**config.mk**
```make
export PLATFORM = sky130hd
export DESIGN_NAME = aes_v2_invmix_size
export DESIGN_NICKNAME = d
export VERILOG_FILES = /design/src/rtl/aes_v2_invmix_size.sv
export SDC_FILE = /design/constraint.sdc
export NUM_CORES = 1
export LEC_CHECK = 0
export ABC_AREA = 1
export CAP_MARGIN = 20
export CORE_ASPECT_RATIO = 1.2
export CORE_UTILIZATION = 45
export CTS_CLUSTER_SIZE = 20
export DETAILED_ROUTE_END_ITERATION = 16
export PLACE_DENSITY = 0.72
export SYNTH_ARGS = -nofsm -noshare
export SYNTH_HDL_FRONTEND = slang
export SYNTH_SLANG_ARGS = --single-unit
```
**constraint.sdc**
```tcl
create_clock -name g_clk -period 3.54 [get_ports g_clk]
set_input_delay 0.531 -clock g_clk [delete_from_list [all_inputs] [get_ports g_clk]]
set_output_delay 0.531 -clock g_clk [all_outputs]
set_load 0.01 [all_outputs]
```
**src/rtl/aes_v2_invmix_size.sv**
```systemverilog
// aes_v2_invmix_size: byte-serial (Inv)MixColumns with fused AddRoundKey, one output byte per cycle.
// Define AES_V2_INVMIX_FWD_EN to add the enc-selected forward MixColumns path.
module aes_v2_invmix_size (
    input  logic        g_clk,
    input  logic        g_resetn,
    input  logic        valid,
    input  logic [31:0] rs1,
    input  logic [31:0] rs2,
    input  logic        enc,
    output logic        ready,
    output logic [31:0] rd
);
    typedef enum logic [1:0] {S0, S1, S2, S3} state_t;
    state_t      fsm, fsm_nxt;
    logic [7:0]  b_0, b_1, b_2, byte_out, inv_byte;
    logic [31:0] col, rot;
    logic [7:0]  x1 [4];
    logic [7:0]  x2 [4];
    logic [7:0]  x4 [4];
    logic [7:0]  x8 [4];
    function automatic logic [7:0] xt(input logic [7:0] a);
        return {a[6:0], 1'b0} ^ (a[7] ? 8'h1b : 8'h00);
    endfunction
`ifdef AES_V2_INVMIX_FWD_EN
    logic [7:0] fwd_byte;
    assign col = enc ? rs1 : rs1 ^ rs2;
`else
    logic unused_enc;
    assign unused_enc = enc;
    assign col = rs1 ^ rs2;
`endif
    // rotate so that lane 0 always holds c_k for the byte being produced
    assign rot = fsm == S0 ? col :
                 fsm == S1 ? {col[7:0],  col[31:8]}  :
                 fsm == S2 ? {col[15:0], col[31:16]} :
                             {col[23:0], col[31:24]};
    for (genvar i = 0; i < 4; i++) begin : g_lane
        assign x1[i] = rot[8*i +: 8];
        assign x2[i] = xt(x1[i]);
        assign x4[i] = xt(x2[i]);
        assign x8[i] = xt(x4[i]);
    end
    assign inv_byte = (x8[0] ^ x4[0] ^ x2[0]) ^ (x8[1] ^ x2[1] ^ x1[1]) ^
                      (x8[2] ^ x4[2] ^ x1[2]) ^ (x8[3] ^ x1[3]);
`ifdef AES_V2_INVMIX_FWD_EN
    assign fwd_byte = x2[0] ^ x2[1] ^ x1[1] ^ x1[2] ^ x1[3] ^ rs2[{fsm, 3'b000} +: 8];
    assign byte_out = enc ? fwd_byte : inv_byte;
`else
    assign byte_out = inv_byte;
`endif
    always_comb begin
        fsm_nxt = S0;
        if (valid)
            fsm_nxt = fsm == S0 ? S1 : fsm == S1 ? S2 : fsm == S2 ? S3 : S0;
    end
    assign ready = fsm == S3;
    assign rd    = ready ? {byte_out, b_2, b_1, b_0} : 32'h0;
    always_ff @(posedge g_clk or negedge g_resetn) begin
        if (!g_resetn) begin
            fsm <= S0;
            b_0 <= 8'h00;
            b_1 <= 8'h00;
            b_2 <= 8'h00;
        end else begin
            fsm <= fsm_nxt;
            if (valid && fsm == S0) b_0 <= byte_out;
            if (valid && fsm == S1) b_1 <= byte_out;
            if (valid && fsm == S2) b_2 <= byte_out;
        end
    end
endmodule

```
; Word level (Yosys, flattened, before mapping)
; Cells that the tools add are included.
[totals]
regBits = 26
output_inout_bits = 33
elab_cells = 54
[op_classes]
n_eq_ne = 3
muxes = 20
bitwise_logic = 23
reduce_logical = 4
[ops]
columns = operator, n
row1 = two-way mux 32 bit, 4
row2 = XOR 8 x 5 -> 8 bit, 12
row3 = XOR 8 bit, 10
row4 = two-way mux 5 bit, 12
row5 = XOR 32 bit, 1
row6 = two-way mux 2 bit, 4
row7 = "== test 2 bit, second input constant", 2
row8 = logical AND 1 bit, 3
row9 = "== test 2 x 1 -> 1 bit, second input constant", 1
row10 = logical NOT 2 bit, 1

; Longest topological paths before layout
; Gate-level depths: netlist of the first run.
[depth]
ltp_word = 16
ltp_mapped = 23
depth_no_buf = 22

; Worst setup path before layout of the first run
; Ideal clock, no wire load.
[synth_timing]
kind = flip-flop to output port
start = register fsm[0]
end = output rd[28]
t_arrival_ps = 2241
required_time_ps = 3009
slack_ps = 768
stages_incl_launch_ff = 22
path_buffers = 4
cell_sequence = dfrtp_1 -> inv_1 -> ha_1 -> buf_6 -> inv_4 -> buf_6 -> buf_8 -> buf_8 -> nand2_1 -> nand2_1 -> nand2_1 -> nand2_1 -> nand2_1 -> nand2_1 -> nand2_1 -> nand2_1 -> nand2_1 -> nand2_1 -> inv_1 -> nand3_1 -> nand2_1 -> nor2_1
[synth_between]
elab_chain_len = 14
word_cells_on_any_way = 41
[synth_rtl]
columns = item, line_no
row1 = start: declaration, 14  ; state_t fsm, fsm_nxt;
row2 = start signal: assignment, 65  ; fsm <= fsm_nxt;
row3 = == test 2 bit, 35  ; fsm == S2 ? {col[15:0], col[31:16]} :
row4 = two-way mux 32 bit, 35
row5 = two-way mux 32 bit, 34  ; fsm == S1 ? {col[7:0], col[31:8]} :
row6 = two-way mux 32 bit, 33  ; assign rot = fsm == S0 ? col :
row7 = XOR 8 x 5 -> 8 bit, 22  ; return {a[6:0], 1'b0} ^ (a[7] ? 8'h1b : 8'h00);
row8 = two-way mux 5 bit / XOR 8 x 5 -> 8 bit (equally long branches), 22
row9 = XOR 8 x 5 -> 8 bit / two-way mux 5 bit (equally long branches), 22
row10 = XOR 8 x 5 -> 8 bit, 22
row11 = XOR 8 bit (4 in a row), 43  ; assign inv_byte = (x8[0] ^ x4[0] ^ x2[0]) ^ (x8[1] ^ x2[1] ^ x1[1]) ^
row12 = XOR 8 bit, 44  ; (x8[2] ^ x4[2] ^ x1[2]) ^ (x8[3] ^ x1[3]);
row13 = two-way mux 32 bit *, 57  ; assign rd = ready ? {byte_out, b_2, b_1, b_0} : 32'h0;
row14 = end: declaration, 11  ; output logic [31:0] rd
; Mark *: on every way between the ends. The rest lies on a longest branch, timed or not.

; Worst setup path after layout of the first run
[layout_timing]
start = register fsm[1]
end = output rd[27]
[layout_between]
elab_chain_len = 14
word_cells_on_any_way = 40
[layout_rtl]
columns = item, line_no
row1 = == test 2 bit, 35
row2 = two-way mux 32 bit, 35
row3 = two-way mux 32 bit, 34
row4 = two-way mux 32 bit, 33
row5 = two-way mux 5 bit / XOR 8 x 5 -> 8 bit (equally long branches), 22
row6 = XOR 8 x 5 -> 8 bit, 22
row7 = XOR 8 x 5 -> 8 bit / two-way mux 5 bit (equally long branches), 22
row8 = XOR 8 x 5 -> 8 bit, 22
row9 = XOR 8 bit (4 in a row), 43
row10 = XOR 8 bit, 44
row11 = two-way mux 32 bit *, 57
; Marked as above.

==> flow_summary.toml, run 1 <==
[floorplan]
die_h_um = 116
num_rows = 41
fp.dieW_um = 96.9
core_um2 = 10500
start_util = 0.462
ios = 101
dieArea_um2 = 11200

[logic_synthesis]
synth_area_um2 = 4860
synth.largest_area_cell = "nand2_1"
synth-edff-count = 0
synthFlopType = "dfrtp_1"
synth_area_per_cell_um2 = 5.07
yosysSeqAreaShare = 0.134
synth_commonest_cells = "nand2_1, inv_1, nand3_1, dfrtp_1, xor2_1"
yosys_warnings = 0
yosysMostFrequentCell = "nand2_1"
syn_inst = 959
synth.area.top_cells = "nand2_1, dfrtp_1, nand3_1"
synth_seq_cells = 26
syn_nets = 1032
synthArstFlopShare = 1.00
synth.distinct_cells = 37
synth_top_area_frac = 0.384

[worst_setup_path]
cp_max_fo = 15
reg2reg_slack_ns = 0.81
cp.required_ns = 3.01
cp-end-kind = "output pin"
worstPathArrival_ns = 2.89
critPathLaunchType = "register"
crit_type = "register to output pin"

[clock_network]
clk_pin_slew_ns = 0.07
numCtsBuffers = 3
numClockSinks = 26
ctsHoldBuffers = 0
root_buffer = "clkbuf_16"
clockBufferDepth = 2
htreeDepth = 1
clk_latency_ns = 0.26
cts_tree = "done"

[sta]
fin_tns_setup_ns = 0
final_max_slew_viol_count = 0
rsz0062_at_grt = "true"
fin_crit_sh = 0.966
max_freq_mhz = 292
period_minus_slack_ns = 3.42
finalHoldViolations = 0
setup_viol = 0
relSlewSlack = 0.718
worstMarginPinSlew_ns = 0.423
fin_worst_skew_ns = 0.00221

[global_route]
grt_max_degree = 27
grt_pass1_wl_um = 24900
track_usage = 0.270
grt_overflow = 0
antenna_found_initial = 0
grt_pass1_vias = 5561

[routing]
wl_um = 15200
drtPass1Iterations = 4
drc = 0
vias = 6218
antenna_left = 0
post_drt_wl_per_cell_um = 11.8
vias_per_cell = 4.84
drtIter0Drc = 293

[layout]
utilization = 0.676
insertedDiodeCount = 0
num-fill-cells = 1001
num-nets-final = 1231
multi_input_area_um2 = 3650
drive_gt1_frac = 0.186
seqCellArea_um2 = 652
area_delta_synth_final_pct = 46.3

[placement]
dp_hpwl_um = 12400
gp_congestion = 0.934
io_buffers = 99

[hold_path]
hp-class = "register to register"

[outcome]
status = "complete, no violations"

[job]
maxCapViolCount = 0
[sequential cells by signal, summed over array words and instances (netlist names)]
name and cells:
b_0 8, b_1 8, b_2 8, fsm 2
[critical path, cell delays in order (launching register included)]
cell and delay [ns]:
dfrtp_1 0.41, inv_1 0.14, ha_4 0.20, inv_6 0.06
buf_12 0.14, buf_4 0.15, o21ai_0 0.16, inv_1 0.05
nand2_1 0.06, nand2_1 0.15, xor2_1 0.24, nand2_1 0.11
nand3_1 0.13, nand2_1 0.09, nand2_1 0.07, nand2_1 0.07
nand2_1 0.09, nand2_1 0.08, nor2_1 0.08, clkbuf_2 0.14
[cells in the final DEF, fill, tap and decap left out, drive strengths merged]
cell type      netlist  final
nand2              501    501
inv                163    163
buf                 18    122
nand3              121    121
clkdlybuf4s50        0     89
xor2                28     28
dfrtp               26     26
nor2                25     25
o21ai               22     22
a21oi               13     13
xnor2               12     12
o211ai               9      9
clkbuf               6      7
ha                   5      5
dlymetal6s2s         0      3
a21o                 2      2
or2                  2      2
a21boi               1      1
nand2b               1      1
nand3b               1      1
a31oi                1      1
o21a                 1      1
nand4                1      1
bufinv               0      1
[path summary, 6_finish.rpt]
check                          from      to  cells after the start
max                          fsm[1]  rd[27]                     19
min                          b_0[3]  b_0[3]                      2
max reg2reg                  fsm[0]  b_2[3]                     21
min reg2reg                  b_0[3]  b_0[3]                      2
max in group asynchronous  g_resetn  fsm[0]                      2
min in group asynchronous  g_resetn  b_2[4]                      2
[kinds of logic (layout without fill, tap and decap cells)]
logic type	Yosys count	after routing	synth area share
adder cells (fa/ha/maj)	5	5	0.0129
flip-flops	26	26	0.134
buffers and inverters	187	385	0.163
AO/OA/AOI/OAI	49	49	0.0659
XOR/XNOR	40	40	0.0798
AND/OR/NAND/NOR	652	652	0.544
[final cells by class]
type / instances / area share
multi-input combinational: 746 / 0.514
sequential: 26 / 0.0917
tap: 129 / 0.0227
timing repair buffer: 218 / 0.269
inverter: 163 / 0.0885
clock inverter: 1 / 0.00422
clock buffer: 3 / 0.0106
[per-stage QoR]
step	hold WS (ns)	setup WS, ns	cell area, um^2	std cells
6_report	0.484	0.120	7110	1286
5_1_grt	0.499	-0.0861	7110	1286
3_5_place_dp	0.467	-0.284	6700	1274
4_1_cts	0.484	-0.144	6880	1282
2_1_floorplan	0.235	0.768	4860	959
3_3_place_gp	0.462	-0.295	6700	1274
[layer usage]
| layer | up-vias | routed length, um | track usage |
|---|---|---|---|
| li1 | 3289 | - | - |
| met3 | 35 | 606 | 0.0235 |
| met1 | 2751 | 6340 | 0.318 |
| met4 | 0 | 583 | 0.101 |
| met5 | - | 0 | 0 |
| met2 | 143 | 7670 | 0.509 |
[what timing repair did]
| action | in CTS | in global routing |
|---|---|---|
| setup buffers | 4 | 5 |
| resized for setup | 19 | 81 |
| endpoints found under the hold margin | 0 | 0 |
| setup endpoints to repair | 8 | 8 |
| pin swaps | 2 | 19 |
Power of run 1 is not shown: default switching activity piles up to over one toggle a cycle in this logic, so the estimate is an artifact.
==> run 2, diff against run 1 <==
- CTS_BUF_LIST: default -> sky130_fd_sc_hd__clkbuf_8
- HOLD_SLACK_MARGIN: default -> 0.1
==> run 2 against run 1 <==
Critical path depth fell by 3. Worst setup slack improved by 0.014 ns. Core utilization barely moved. Register-to-register slack got worse by 0.04 ns. Die area did not move. Final area barely moved. Wire length fell by 0.90%.
==> flow_summary.toml, run 2 (synthesized netlist as in run 1, its figures left out) <==
[routing]
antenna_left = 0
vias = 6194
drtIter0Drc = 278
drc = 0
wl_um = 15100
post_drt_wl_per_cell_um = 11.7
vias_per_cell = 4.82
drtPass1Iterations = 7

[global_route]
antenna_found_initial = 0
grt_overflow = 0
grt_pass1_wl_um = 24700
grt_pass1_vias = 5522
track_usage = 0.267
grt_max_degree = 27

[sta]
max_freq_mhz = 294
period_minus_slack_ns = 3.41
fin_ws_ns = 0.134
fin_worst_skew_ns = 0.00216
relSlewSlack = 0.726
final_max_slew_viol_count = 0
finalHoldViolations = 0
worstMarginPinSlew_ns = 0.411
rsz0062_at_grt = "true"
setup_viol = 0
fin_crit_sh = 0.962

[placement]
io_buffers = 99
dp_hpwl_um = 12400
place_ws_ns = -0.284
gp_congestion = 0.934

[layout]
reg.largest.list = "b_0: 8 flops, b_1: 8 flops, b_2: 8 flops"
num-nets-final = 1231
final_cell_mix = "nand2_1, inv_1, nand3_1"
insertedDiodeCount = 0
final_common_cell = "nand2_1"
num-fill-cells = 1004
area_delta_synth_final_pct = 46.3
drive_gt1_frac = 0.196

[clock_network]
clk_pin_slew_ns = 0.09
root_buffer = "clkbuf_8"
numClockSinks = 26
numCtsBuffers = 3
htreeDepth = 1
clk_latency_ns = 0.27
cts_tree = "done"
clockBufferDepth = 2

[worst_setup_path]
critPathLaunchType = "register"
cp.required_ns = 3.01
crit_type = "register to output pin"
worstPathArrival_ns = 2.88
cp-end-kind = "output pin"
cp_max_fo = 9

[floorplan]
num_rows = 41
ios = 101
start_util = 0.462
die_h_um = 116
fp.dieW_um = 96.9
core_um2 = 10500
dieArea_um2 = 11200

[job]
maxCapViolCount = 0

[hold_path]
hp-class = "register to register"

[outcome]
status = "complete, no violations"
## run 2: changes by cell type in the layout (fill, tap and decap cells not counted), moves of 2 or more
| cell | before | now |
|---|---|---|
| clkbuf_8 | 0 | 3 |
| inv_1 | 151 | 148 |
| xor2_4 | 0 | 2 |
| nand3_1 | 115 | 117 |
| nand3_2 | 6 | 4 |
| clkbuf_16 | 3 | 0 |
| dlymetal6s2s_1 | 3 | 1 |
| inv_2 | 7 | 10 |
| nand2_2 | 30 | 38 |
| nand2_1 | 467 | 458 |
## run 2: critical path, stage by stage (launching register included)
cell           delay, ns
dfrtp_2             0.45
inv_4               0.10
ha_4                0.16
clkinv_4            0.11
buf_4               0.20
buf_4               0.14
nand2_2             0.07
inv_2               0.05
a21oi_4             0.22
nand2_2             0.09
nand2_2             0.13
xor2_2              0.17
nand3_1             0.10
a21o_1              0.19
nand2_1             0.10
nor2_1              0.05
dlygate4sd2_1       0.29
## run 2: metrics by stage
step / util / cells / area (um^2) / hold slack [ns] / TNS, ns
6_report: 0.676 / 1286 / 7110 / 0.491 / 0
5_1_grt: 0.676 / 1286 / 7110 / 0.507 / -0.0449
4_1_cts: 0.652 / 1280 / 6860 / 0.490 / -0.00523
3_5_place_dp: 0.637 / 1274 / 6700 / 0.467 / -1.91
3_3_place_gp: 0.637 / 1274 / 6700 / 0.462 / -1.65
2_1_floorplan: - / 959 / 4860 / 0.235 / 0
## run 2: path summary, 6_finish.rpt
path / startpoint / end / slack, ns / cells after the start
worst min-delay path: b_2[5] / b_2[5] / 0.49 / 2
worst max register to register: fsm[0] / b_0[7] / 0.77 / 17
worst max-delay path: fsm[0] / rd[25] / 0.13 / 16
max in group asynchronous: g_resetn / fsm[0] / 2.65 / 2
worst min register to register: b_2[5] / b_2[5] / 0.49 / 2
min in group asynchronous: g_resetn / b_2[2] / 0.62 / 2
## run 2: layer usage
layer | up-vias | global-route usage | wire (um)
met4 | 0 | 0.0925 | 509
li1 | 3287 | - | -
met3 | 32 | 0.0193 | 631
met2 | 168 | 0.502 | 7600
met5 | - | 0 | 0
met1 | 2707 | 0.320 | 6330
## run 2: cell type report
type | count | area [um^2] | area share
Multi-Input combinational cell | 746 | 3700 | 0.520
Clock buffer | 3 | 41.3 | 0.00581
Clock inverter | 1 | 30.0 | 0.00422
Inverter | 163 | 629 | 0.0885
Sequential cell | 26 | 652 | 0.0917
Timing Repair Buffer | 218 | 1900 | 0.267
Tap cell | 129 | 161 | 0.0227
## run 2: repair_timing
action                                  4_1_cts  5_1_grt
hold buffers                                  0        0
buffers inserted                              2        6
pin swaps                                     4       20
endpoints found under the setup margin        8        8
gates resized for setup                      26       87
Power of run 2 is left out for the same reason.
